<file path="config.mk">
export PLATFORM = sky130hd
export DESIGN_NAME = pwm_multi_channel
export DESIGN_NICKNAME = d
export VERILOG_FILES = /design/src/rtl/pwm_multi_channel.sv
export SDC_FILE = /design/constraint.sdc
export NUM_CORES = 1
export LEC_CHECK = 0
export ABC_AREA = 1
export CAP_MARGIN = 20
export CORE_ASPECT_RATIO = 0.9
export CORE_MARGIN = 3
export CORE_UTILIZATION = 40
export DETAILED_ROUTE_END_ITERATION = 10
export HOLD_SLACK_MARGIN = 0.12
export MAX_ROUTING_LAYER = met4
export SETUP_SLACK_MARGIN = 0.4
export SYNTH_ARGS = -nofsm -noshare
export SYNTH_HDL_FRONTEND = slang
export SYNTH_SLANG_ARGS = --single-unit
</file>
<file path="constraint.sdc">
create_clock -name clk -period 5.6 [get_ports clk]
set_input_delay 1.68 -clock clk [delete_from_list [all_inputs] [get_ports clk]]
set_output_delay 1.68 -clock clk [all_outputs]
set_load 0.1 [all_outputs]
</file>
<file path="src/rtl/pwm_multi_channel.sv">
// rtl/pwm_multi_channel.sv - multi-channel PWM with shared prescaler and period counter
// Optional feature macro: PWM_CENTER_ALIGNED_EN (adds the center input, up/down counting).
// Ports:
//   clk, rst         single clock, synchronous active-high reset
//   en_out, en_pwm   per-channel output enable / PWM mode (0 = static high)
//   period           counter top value, latched at each wrap
//   prescale         tick every prescale+1 clk cycles, applied immediately
//   duty_wr/ch/val   one-cycle write of a channel's duty shadow register
//   center           (macro only) center-aligned mode, sampled at wrap
//   out              registered channel outputs
//   period_tick      one-cycle pulse in the cycle after each wrap
module pwm_multi_channel #(
  parameter int NUM_CH  = 16,
  parameter int CNT_W   = 8,
  parameter int PRESC_W = 8,
  localparam int CH_W   = (NUM_CH > 1) ? $clog2(NUM_CH) : 1
) (
  input  logic               clk,
  input  logic               rst,
  input  logic [NUM_CH-1:0]  en_out,
  input  logic [NUM_CH-1:0]  en_pwm,
  input  logic [CNT_W-1:0]   period,
  input  logic [PRESC_W-1:0] prescale,
  input  logic               duty_wr,
  input  logic [CH_W-1:0]    duty_ch,
  input  logic [CNT_W-1:0]   duty_val,
`ifdef PWM_CENTER_ALIGNED_EN
  input  logic               center,
`endif
  output logic [NUM_CH-1:0]  out,
  output logic               period_tick
);

  logic [PRESC_W-1:0] psc;
  logic [CNT_W-1:0]   cnt;
  logic [CNT_W-1:0]   cnt_nxt;
  logic [CNT_W-1:0]   per_act;
  logic [CNT_W-1:0]   shadow [NUM_CH];
  logic [CNT_W-1:0]   active [NUM_CH];
  logic [NUM_CH-1:0]  wr_hit;
  logic               tick;
  logic               at_wrap;
  logic               wrap;

  assign tick = (psc == prescale);
  assign wrap = tick & at_wrap;

  // >= also catches psc left above a freshly lowered prescale: back to 0, no tick.
  always_ff @(posedge clk) begin
    if (rst)                 psc <= '0;
    else if (psc >= prescale) psc <= '0;
    else                     psc <= psc + 1'b1;
  end

`ifdef PWM_CENTER_ALIGNED_EN
  logic center_act;
  logic down;
  logic down_nxt;

  // Direction state register.
  always_ff @(posedge clk) begin
    if (rst) begin
      center_act <= 1'b0;
      down       <= 1'b0;
    end else if (tick) begin
      down <= down_nxt;
      if (at_wrap) center_act <= center;
    end
  end

  // Next count / direction. In center mode the wrap is the step that lands on 0
  // while descending; per_act<=1 degenerates to a wrap straight from the top.
  always_comb begin
    cnt_nxt  = cnt;
    down_nxt = down;
    at_wrap  = 1'b0;
    if (!center_act) begin
      if (cnt == per_act) begin
        at_wrap = 1'b1;
        cnt_nxt = '0;
      end else begin
        cnt_nxt = cnt + 1'b1;
      end
    end else if (!down) begin
      if (cnt == per_act) begin
        if (per_act <= CNT_W'(1)) begin
          at_wrap = 1'b1;
          cnt_nxt = '0;
        end else begin
          cnt_nxt  = cnt - 1'b1;
          down_nxt = 1'b1;
        end
      end else begin
        cnt_nxt = cnt + 1'b1;
      end
    end else begin
      if (cnt <= CNT_W'(1)) begin
        at_wrap  = 1'b1;
        cnt_nxt  = '0;
        down_nxt = 1'b0;
      end else begin
        cnt_nxt = cnt - 1'b1;
      end
    end
  end
`else
  always_comb begin
    at_wrap = (cnt == per_act);
    cnt_nxt = at_wrap ? '0 : cnt + 1'b1;
  end
`endif

  // After reset cnt==per_act==0, so the first tick is a wrap and loads period.
  always_ff @(posedge clk) begin
    if (rst) begin
      cnt         <= '0;
      per_act     <= '0;
      period_tick <= 1'b0;
    end else begin
      period_tick <= wrap;
      if (tick) cnt     <= cnt_nxt;
      if (wrap) per_act <= period;
    end
  end

  // Out-of-range duty_ch never matches any index, so such writes are dropped.
  always_comb begin
    wr_hit = '0;
    for (int i = 0; i < NUM_CH; i++) wr_hit[i] = duty_wr && (duty_ch == CH_W'(i));
  end

  // A write coinciding with a wrap is forwarded straight into active.
  always_ff @(posedge clk) begin
    for (int i = 0; i < NUM_CH; i++) begin
      if (rst) begin
        shadow[i] <= '0;
        active[i] <= '0;
      end else begin
        if (wr_hit[i]) shadow[i] <= duty_val;
        if (wrap)      active[i] <= wr_hit[i] ? duty_val : shadow[i];
      end
    end
  end

  always_ff @(posedge clk) begin
    if (rst) begin
      out <= '0;
    end else begin
      for (int i = 0; i < NUM_CH; i++)
        out[i] <= en_out[i] & (~en_pwm[i] | (cnt < active[i]));
    end
  end

endmodule

</file>
==> results.json, run 1 <==
{
  "tritoncts": "yes",
  "syn_inst": 1814,
  "synth.net_count": 1999,
  "post_cts_hold_buffer_count": 0,
  "powerDensity_nw_per_um2": 271,
  "cp_cell_sequence": "clkdlybuf4s50_1 > inv_1 > ha_1 > nand2_1 > nor2_1 > nand2_2 > inv_1 > nand3_2 > nand2_8 > buf_4",
  "cell_taking_the_most_area_after_synthesis": "sky130_fd_sc_hd__edfxtp_1",
  "cts.sinks": 297,
  "start_util": 0.410,
  "worst_setup_hold_path_clk_slew_ps": 50,
  "final_layout_size_suffix_gt1_frac": 0.0979,
  "setup_slack_placement_ps": 1080,
  "p_leak_nw": 8.47,
  "cpMostUsedCell": "sky130_fd_sc_hd__inv_1",
  "avgRoutedWirePerCell_um": 15.3,
  "timing.critical_path.to_type": "flip-flop",
  "post_layout_nonfiller_instances": 2453,
  "row_count": 69,
  "placement.io_buffers": 79,
  "final.setup_skew_ps": 16.5,
  "synth_enable_flop_cells": 256,
  "critPathSlowestCell": "sky130_fd_sc_hd__clkdlybuf4s50_1",
  "detailedRoute.firstPassIterationCount": 5,
  "worst-slew-pin-transition_ps": 1040,
  "netlist_top_cells_count": "408 x sky130_fd_sc_hd__nand2_1, 277 x sky130_fd_sc_hd__inv_1, 275 x sky130_fd_sc_hd__nor2_1",
  "worstPathMaxFanout": 50,
  "ctsRootBufferMaster": "sky130_fd_sc_hd__clkbuf_16",
  "detailed_place_hpwl_um": 23800,
  "slowest_delay_ps": 450,
  "gr-usage-all-layers": 0.180,
  "design.portCount": 80,
  "fp.dieH_um": 198,
  "num-nets-final": 2082,
  "grt_overflow_total": 0,
  "post_cts.repair.setup_buffers": 0,
  "max-vdd-ir-drop_uv": 233,
  "yosys.cell_types.count": 33,
  "dpl.cell_count": 2389,
  "worst_slew_margin_relative_to_its_limit": 0.302,
  "ys_seq_elements": 297,
  "syn_to_final_growth_pct": 14.7,
  "setup.worst_path.start_class": "input port",
  "initialDrtViolationCount": 803,
  "timing_hold_violations_final": 0,
  "cts_buffer_depth": 3,
  "cts.htree.levels": 2,
  "maxSlewViolCount": 0,
  "synth_ff_type": "sky130_fd_sc_hd__edfxtp_1",
  "critical_path_required_ps": 5780,
  "post_cts_resize_count": 0,
  "first_global_vias": 10900,
  "timing.final.crit_share": 0.718,
  "critical_path_arrival_ps": 4200,
  "insertion_delay_to_the_later_sink_of_the_worst_skew_pair_ps": 520,
  "synth_top_cell_area_share": 0.470,
  "area_used_by_multi_input_combinational_logic_um2": 6340,
  "setup_viol_count_final": 0,
  "tritoncts_buffers": 35,
  "num_antenna_cells": 0,
  "timing_worst_setup_path_type": "in2reg",
  "place.gp.congestion": 0.803,
  "drt_drc_violations_left": 0,
  "detail-route-antenna-nets": 0,
  "result_of_the_run": "completed",
  "initial_antenna_violation_count": 0,
  "synth.area.top_cells": "sky130_fd_sc_hd__edfxtp_1 47%, sky130_fd_sc_hd__nand2_1 9.4%, sky130_fd_sc_hd__ha_1 9.3%, sky130_fd_sc_hd__inv_1 6.4%, sky130_fd_sc_hd__nor2_1 6.3%",
  "grt_pass1_wl_um": 59000,
  "max_cap_violations": 0,
  "post-route-worst-setup-slack_ps": 1580,
  "floorplan.die_area_um2": 43400,
  "rsz_0062_raised_after_global_routing": "false",
  "seq_area_frac_synth": 0.520,
  "chipWidth_um": 219,
  "viasPerCell": 4.76,
  "finalCriticalPeriod_ps": 4020,
  "setup_tns_ps": 0,
  "asyncSetResetFlopFracSynth": 0,
  "final-seq-area_um2": 8510,
  "most_frequent_cell_after_synthesis": "sky130_fd_sc_hd__nand2_1",
  "num_vias": 11700,
  "largest_net_degree_at_the_start_of_global_routing": 53,
  "timing.hold.worst.class": "reg2reg",
  "routed_wl_um": 37600,
  "design.core.area_um2": 39900,
  "final.fill_count": 3780,
  "synthesis.yosys.warnings": 0,
  "mappedNetlistArea_um2": 16400,
  "synth.avg_cell_area_um2": 9.02,
  "timing.fmax_ghz": 0.249
}
[cells by family after synthesis]
family,Yosys count,synth area share
flip-flops,297,0.520
buffers and inverters,364,0.0929
AO/OA/AOI/OAI,190,0.0589
XOR/XNOR,15,0.00803
AND/OR/NAND/NOR,826,0.227
adder cells (fa/ha/maj),122,0.0933
[report_power, final]
| group | switching (mW) | internal [mW] | total [mW] |
|---|---|---|---|
| clock | 0.881 | 1.26 | 2.14 |
| combinational | 0.299 | 0.133 | 0.431 |
| sequential | 0.0276 | 2.50 | 2.52 |
| total | 1.21 | 3.89 | 5.09 |
[sequential cells by signal, indices dropped and copies added, names as in the netlist]
register	count
out	16
per_act	8
psc	8
cnt	8
period_tick	1
shadow	128
active	128
[metal layers]
layer / global-route usage / share of wire / up-vias
met5: - / 0 / -
met4: 0.0451 / 0.022 / 0
met3: 0.0250 / 0.047 / 64
met2: 0.281 / 0.45 / 252
met1: 0.248 / 0.48 / 5413
li1: - / - / 5950
[metrics by stage]
| stage | cell area [µm²] | total power, mW | hold slack, ps | utilization |
|---|---|---|---|---|
| final | 18800 | 5.09 | 452 | 0.471 |
| after global placement | 17700 | 3.00 | 435 | 0.443 |
| after floorplan | 16400 | 2.84 | 417 | - |
| after detailed placement | 17700 | 3.00 | 439 | 0.443 |
| after CTS | 18700 | 5.15 | 453 | 0.470 |
| after global routing | 18800 | 5.29 | 474 | 0.471 |
[cell usage in the layout (no fill, tap or decap), drive strengths merged, types with 25 or more instances in the layout]
| cell type | netlist | layout |
|---|---|---|
| ha | 122 | 122 |
| clkbuf | 37 | 50 |
| edfxtp | 256 | 256 |
| nor2 | 356 | 356 |
| dfxtp | 41 | 41 |
| o21ai | 90 | 90 |
| a21oi | 95 | 95 |
| nor3 | 25 | 25 |
| inv | 295 | 295 |
| buf | 26 | 28 |
| clkdlybuf4s50 | 0 | 79 |
| nand2 | 410 | 410 |
[critical path, delay by kind of cell]
kind	cells	cell delay (ps)
buffers and inverters	4	1080
and+or+nand+nor	5	1080
adders and majority gates	1	290
[path summary, 6_finish.rpt]
check                                  from       endpoint  slack, ps  cells after the start
worst min-delay path                 psc[0]         psc[0]        450                      1
worst max register to register       cnt[3]  active[1][63]       2780                      9
worst max-delay path            prescale[7]  active[1][31]       1580                     10
worst min register to register       psc[0]         psc[0]        450                      1
[layout make-up]
type,count,area share
Timing Repair Buffer,109,0.0560
Tap cell,532,0.0355
Inverter,301,0.0602
Sequential cell,297,0.454
Clock inverter,13,0.00520
Multi-Input combinational cell,1153,0.338
Clock buffer,48,0.0515
Power figures use the tool's default switching activity.
==> run 2, diff against run 1 <==
- clock period: 5.6 -> 3.6 ns (I/O delays scaled with it)
==> run 2 against run 1 <==
Against the previous run:
- non-clock buffer count increased by 26
- sequential power increased by 56%
- utilization increased by 0.62 points
- register-to-register slack got worse by 1400 ps
- sequential share of layout area decreased by 0.62 points
- hold slack improved by 6.6 ps
- via count increased by 0.13%
- die area unchanged
- sequential cell count unchanged
- largest power group unchanged
- highest routed layer unchanged
==> results.json, run 2 (same netlist as run 1, synthesis figures left out) <==
{
  "gr-usage-all-layers": 0.182,
  "worst_slew_margin_relative_to_its_limit": 0.579,
  "fp.dieH_um": 198,
  "syn_to_final_growth_pct": 16.3,
  "p_leak_nw": 8.68,
  "floorplan.die_area_um2": 43400,
  "tritoncts": "yes",
  "rsz_0062_raised_after_global_routing": "false",
  "first_global_vias": 11000,
  "avgRoutedWirePerCell_um": 15.3,
  "setup_viol_count_final": 0,
  "timing.critical_path.to_type": "flip-flop",
  "powerDensity_nw_per_um2": 422,
  "num_antenna_cells": 0,
  "finalCriticalPeriod_ps": 2880,
  "slowest_delay_ps": 460,
  "final.setup_skew_ps": 23.4,
  "cp_cell_sequence": "clkdlybuf4s50_1 > inv_1 > ha_1 > nand2_1 > nor2_1 > nand2_2 > inv_1 > nand3_2 > nand2_8 > buf_12",
  "tritoncts_buffers": 35,
  "critical_path_required_ps": 3800,
  "chipWidth_um": 219,
  "ctsRootBufferMaster": "sky130_fd_sc_hd__clkbuf_16",
  "grt_pass1_wl_um": 59600,
  "initial_antenna_violation_count": 0,
  "timing.fmax_ghz": 0.348,
  "num-nets-final": 2108,
  "critical_path_arrival_ps": 3080,
  "drt_drc_violations_left": 0,
  "largest_net_degree_at_the_start_of_global_routing": 50,
  "detailedRoute.firstPassIterationCount": 5,
  "post_cts_hold_buffer_count": 0,
  "design.core.area_um2": 39900,
  "place.gp.congestion": 0.861,
  "row_count": 69,
  "setup.worst_path.start_class": "input port",
  "cpMostUsedCell": "sky130_fd_sc_hd__inv_1",
  "mostFrequentLayoutCells": "407 x sky130_fd_sc_hd__nand2_1, 276 x sky130_fd_sc_hd__inv_1, 275 x sky130_fd_sc_hd__nor2_1",
  "detailed_place_hpwl_um": 25700,
  "routed_wl_um": 37900,
  "dpl-instance-area_um2": 17900,
  "design.portCount": 80,
  "final_layout_size_suffix_gt1_frac": 0.118,
  "setup_tns_ps": 0,
  "regToRegSetupSlack_ps": 1420,
  "max_cap_violations": 0,
  "worst_setup_hold_path_clk_slew_ps": 60,
  "timing_worst_setup_path_type": "in2reg",
  "initialDrtViolationCount": 818,
  "maxSlewViolCount": 0,
  "num_vias": 11700,
  "insertion_delay_to_the_later_sink_of_the_worst_skew_pair_ps": 530,
  "worst_path_dominant_cell_family": "buffers and inverters",
  "grt_overflow_total": 0,
  "max-vdd-ir-drop_uv": 241,
  "viasPerCell": 4.72,
  "fin_area_um2": 19000,
  "cts.sinks": 297,
  "worstPathMaxFanout": 38,
  "detail-route-antenna-nets": 0,
  "post_cts.repair.setup_buffers": 0,
  "timing.hold.worst.class": "reg2reg",
  "timing_hold_violations_final": 0,
  "critPathSlowestCell": "sky130_fd_sc_hd__clkdlybuf4s50_1",
  "start_util": 0.410,
  "layout_commonest_cell": "sky130_fd_sc_hd__nand2_1",
  "worst-slew-pin-transition_ps": 629,
  "worstPathBufferInverterCount": 4,
  "cts.htree.levels": 2,
  "post_cts_resize_count": 0,
  "timing.final.crit_share": 0.799,
  "largest_registers": "active (128), shadow (128), out (16)",
  "result_of_the_run": "completed",
  "cts_buffer_depth": 3,
  "placement.io_buffers": 79
}
[run 2: changes by cell type in the layout (fill, tap and decap cells not counted), moves of 2 or more]
cell / before / now
sky130_fd_sc_hd__buf_12: 3 / 9
sky130_fd_sc_hd__clkdlybuf4s50_1: 79 / 62
sky130_fd_sc_hd__clkbuf_16: 37 / 35
sky130_fd_sc_hd__dfxtp_2: 4 / 0
sky130_fd_sc_hd__clkinvlp_4: 3 / 1
sky130_fd_sc_hd__clkinv_2: 5 / 9
sky130_fd_sc_hd__clkbuf_4: 2 / 0
sky130_fd_sc_hd__buf_4: 24 / 64
sky130_fd_sc_hd__clkinv_1: 9 / 12
sky130_fd_sc_hd__bufinv_16: 1 / 3
sky130_fd_sc_hd__dfxtp_1: 37 / 41
sky130_fd_sc_hd__clkbuf_1: 11 / 5
[run 2: cell type report]
| type | instances | area [µm²] |
|---|---|---|
| Clock buffer | 40 | 895 |
| Clock inverter | 21 | 194 |
| Fill cell | 3812 | 20900 |
| Inverter | 301 | 1130 |
| Multi-Input combinational cell | 1153 | 6340 |
| Sequential cell | 297 | 8510 |
| Tap cell | 532 | 666 |
| Timing Repair Buffer | 135 | 1280 |
[run 2: worst reg2reg max path, stage by stage (launching register included)]
cell and delay, ps:
sky130_fd_sc_hd__dfxtp_1 350, sky130_fd_sc_hd__inv_2 410, sky130_fd_sc_hd__nand2_1 110, sky130_fd_sc_hd__nand2_1 80
sky130_fd_sc_hd__nand2_1 100, sky130_fd_sc_hd__nor2_1 160, sky130_fd_sc_hd__nand3_2 150, sky130_fd_sc_hd__nand2_8 240
sky130_fd_sc_hd__buf_12 270
[run 2: stage by stage]
step / setup slack [ps] / hold WS (ps) / power, mW / utilization / instances
2_1_floorplan: 498 / 417 / 4.42 / - / 1814
3_3_place_gp: 205 / 425 / 4.68 / 0.449 / 2418
3_5_place_dp: 174 / 453 / 4.70 / 0.449 / 2418
4_1_cts: 710 / 460 / 8.13 / 0.477 / 2479
5_1_grt: 609 / 497 / 8.34 / 0.477 / 2479
6_report: 724 / 458 / 8.03 / 0.477 / 2479
[run 2: where the power goes]
part	switching (mW)	leakage, nW	internal, mW
combinational	0.473	5.26	0.222
sequential	0.0442	2.88	3.88
clock	1.40	0.539	2.01
total	1.92	8.68	6.11
[run 2: worst paths after layout]
kind / depth (start not counted) / to / startpoint
worst max-delay path: 10 / active[1][52] / prescale[7]
worst min-delay path: 1 / psc[0] / psc[0]
worst max register to register: 8 / active[1][52] / cnt[0]
worst min register to register: 1 / psc[0] / psc[0]
[run 2: per-layer routing]
| layer | share of wire | track usage |
|---|---|---|
| met5 | 0 | - |
| met4 | 0.026 | 0.0492 |
| met3 | 0.051 | 0.0308 |
| met2 | 0.44 | 0.282 |
| met1 | 0.48 | 0.248 |
==> run 3, diff against run 2 <==
- clock period: 3.6 -> 2.5 ns (I/O delays scaled with it)
==> run 3 against run 2 <==
Against the previous run:
- final area increased by 5.3%
- non-clock buffer count up 88
- global-route usage up 1.2 points
- routed wire length up 5.7%
- worst setup slack worse by 280 ps
- critical path depth up 1
- utilization up 2.5 points
- register-to-register slack got worse by 910 ps
- sequential power up 44%
==> results.json, run 3 (same netlist as run 1, synthesis figures left out) <==
{
  "dpl-instance-area_um2": 18800,
  "grt_pass1_wl_um": 63500,
  "timing.fmax_ghz": 0.487,
  "worst_path_dominant_cell_family": "buffers and inverters",
  "cpMostUsedCell": "sky130_fd_sc_hd__nand2_4",
  "timing_worst_setup_path_type": "in2reg",
  "syn_to_final_growth_pct": 22.4,
  "chipWidth_um": 219,
  "critical_path_required_ps": 2730,
  "setup_viol_count_final": 0,
  "avgRoutedWirePerCell_um": 15.6,
  "critical_path_arrival_ps": 2290,
  "largest_registers": "active (128), shadow (128), out (16)",
  "cts.htree.levels": 2,
  "setup_slack_placement_ps": -320,
  "p_leak_nw": 9.19,
  "design.portCount": 80,
  "grt_overflow_total": 0,
  "start_util": 0.410,
  "design.core.area_um2": 39900,
  "final_layout_size_suffix_gt1_frac": 0.169,
  "powerDensity_nw_per_um2": 566,
  "layout_commonest_cell": "sky130_fd_sc_hd__nand2_1",
  "max_cap_violations": 0,
  "cp_cell_sequence": "clkdlybuf4s15_1 > inv_8 > ha_4 > nand2_4 > nor2_4 > nand2_4 > inv_4 > nand3_4 > nand2_8 > buf_12 > bufbuf_16",
  "post_cts_hold_buffer_count": 0,
  "detail-route-antenna-nets": 0,
  "worst_setup_hold_path_clk_slew_ps": 60,
  "setup.worst_path.start_class": "input port",
  "rsz_0062_raised_after_global_routing": "true",
  "num_vias": 12100,
  "setup_tns_ps": 0,
  "first_global_vias": 11600,
  "cts.sinks": 297,
  "fp.dieH_um": 198,
  "placement.io_buffers": 79,
  "power.total_mw": 11.3,
  "viasPerCell": 4.71,
  "worst-slew-pin-transition_ps": 456,
  "worstPathMaxFanout": 6,
  "detailed_place_hpwl_um": 26800,
  "floorplan.die_area_um2": 43400,
  "timing.hold.worst.class": "reg2reg",
  "ctsRootBufferMaster": "sky130_fd_sc_hd__clkbuf_16",
  "row_count": 69,
  "gr-usage-all-layers": 0.194,
  "num-nets-final": 2196,
  "place.gp.congestion": 0.797,
  "initialDrtViolationCount": 772,
  "critPathSlowestCell": "sky130_fd_sc_hd__clkdlybuf4s15_1",
  "insertion_delay_to_the_later_sink_of_the_worst_skew_pair_ps": 520,
  "routed_wl_um": 40100,
  "cts_buffer_depth": 3,
  "timing.critical_path.to_type": "flip-flop",
  "worstPathBufferInverterCount": 5,
  "fin_area_um2": 20000,
  "finalCriticalPeriod_ps": 2060,
  "num_antenna_cells": 0,
  "drt_drc_violations_left": 0,
  "initial_antenna_violation_count": 0,
  "maxSlewViolCount": 0,
  "result_of_the_run": "completed",
  "tritoncts_buffers": 34,
  "max-vdd-ir-drop_uv": 332,
  "tritoncts": "yes",
  "slowest_delay_ps": 270,
  "timing_hold_violations_final": 0,
  "final_core_util": 0.502,
  "largest_net_degree_at_the_start_of_global_routing": 59,
  "timing.final.crit_share": 0.822,
  "post-route-worst-setup-slack_ps": 445,
  "mostFrequentLayoutCells": "401 x sky130_fd_sc_hd__nand2_1, 272 x sky130_fd_sc_hd__nor2_1, 268 x sky130_fd_sc_hd__inv_1",
  "final.setup_skew_ps": 15.2,
  "worst_slew_margin_relative_to_its_limit": 0.696,
  "detailedRoute.firstPassIterationCount": 5
}
run 3: cell types whose count changed in the layout (fill, tap and decap cells not counted), sizes merged, moves of 3 or more:
cell	before	now
buf	73	160
dlygate4sd2	0	6
clkbuf	40	50
clkinv	21	18
clkdlybuf4s50	62	53
bufinv	3	0
run 3: where the power goes:
part	switching [mW]	leakage [nW]	internal, mW
clock	1.95	0.484	2.57
sequential	0.0623	2.88	5.59
combinational	0.734	5.82	0.432
total	2.75	9.19	8.59
run 3: area by class of cell:
| class | instances | area [µm²] |
|---|---|---|
| Tap cell | 532 | 666 |
| Clock buffer | 49 | 917 |
| Multi-Input combinational cell | 1154 | 6550 |
| Timing Repair Buffer | 223 | 2160 |
| Inverter | 301 | 1150 |
| Sequential cell | 297 | 8510 |
| Fill cell | 3719 | 19900 |
| Clock inverter | 13 | 76.3 |
run 3: worst paths after layout:
kind | from | end | slack (ps) | cells after the start
worst min-delay path | psc[0] | psc[0] | 450 | 1
worst max register to register | cnt[1] | active[1][53] | 510 | 8
worst min register to register | psc[0] | psc[0] | 450 | 1
worst max-delay path | prescale[5] | active[1][53] | 440 | 11
run 3: per-layer routing:
| layer | GRT usage | part of all wire | vias up | wire length (µm) |
|---|---|---|---|---|
| met5 | - | 0 | - | 0 |
| met4 | 0.0355 | 0.015 | 0 | 592 |
| met3 | 0.0292 | 0.047 | 42 | 1900 |
| met2 | 0.320 | 0.48 | 230 | 19000 |
| met1 | 0.259 | 0.46 | 5632 | 18500 |
| li1 | - | - | 6185 | - |
run 3: metrics by stage:
stage,hold slack [ps],cells
finish,445,2569
global route,496,2569
CTS,447,2569
detailed placement,439,2497
global placement,429,2497
floorplan,417,1814
run 3: timing repair:
item	in CTS	in global routing
gates cloned	3	0
endpoints found under the setup margin	288	98
gates resized for setup	14	15
pin swaps	7	0
buffers inserted	7	0
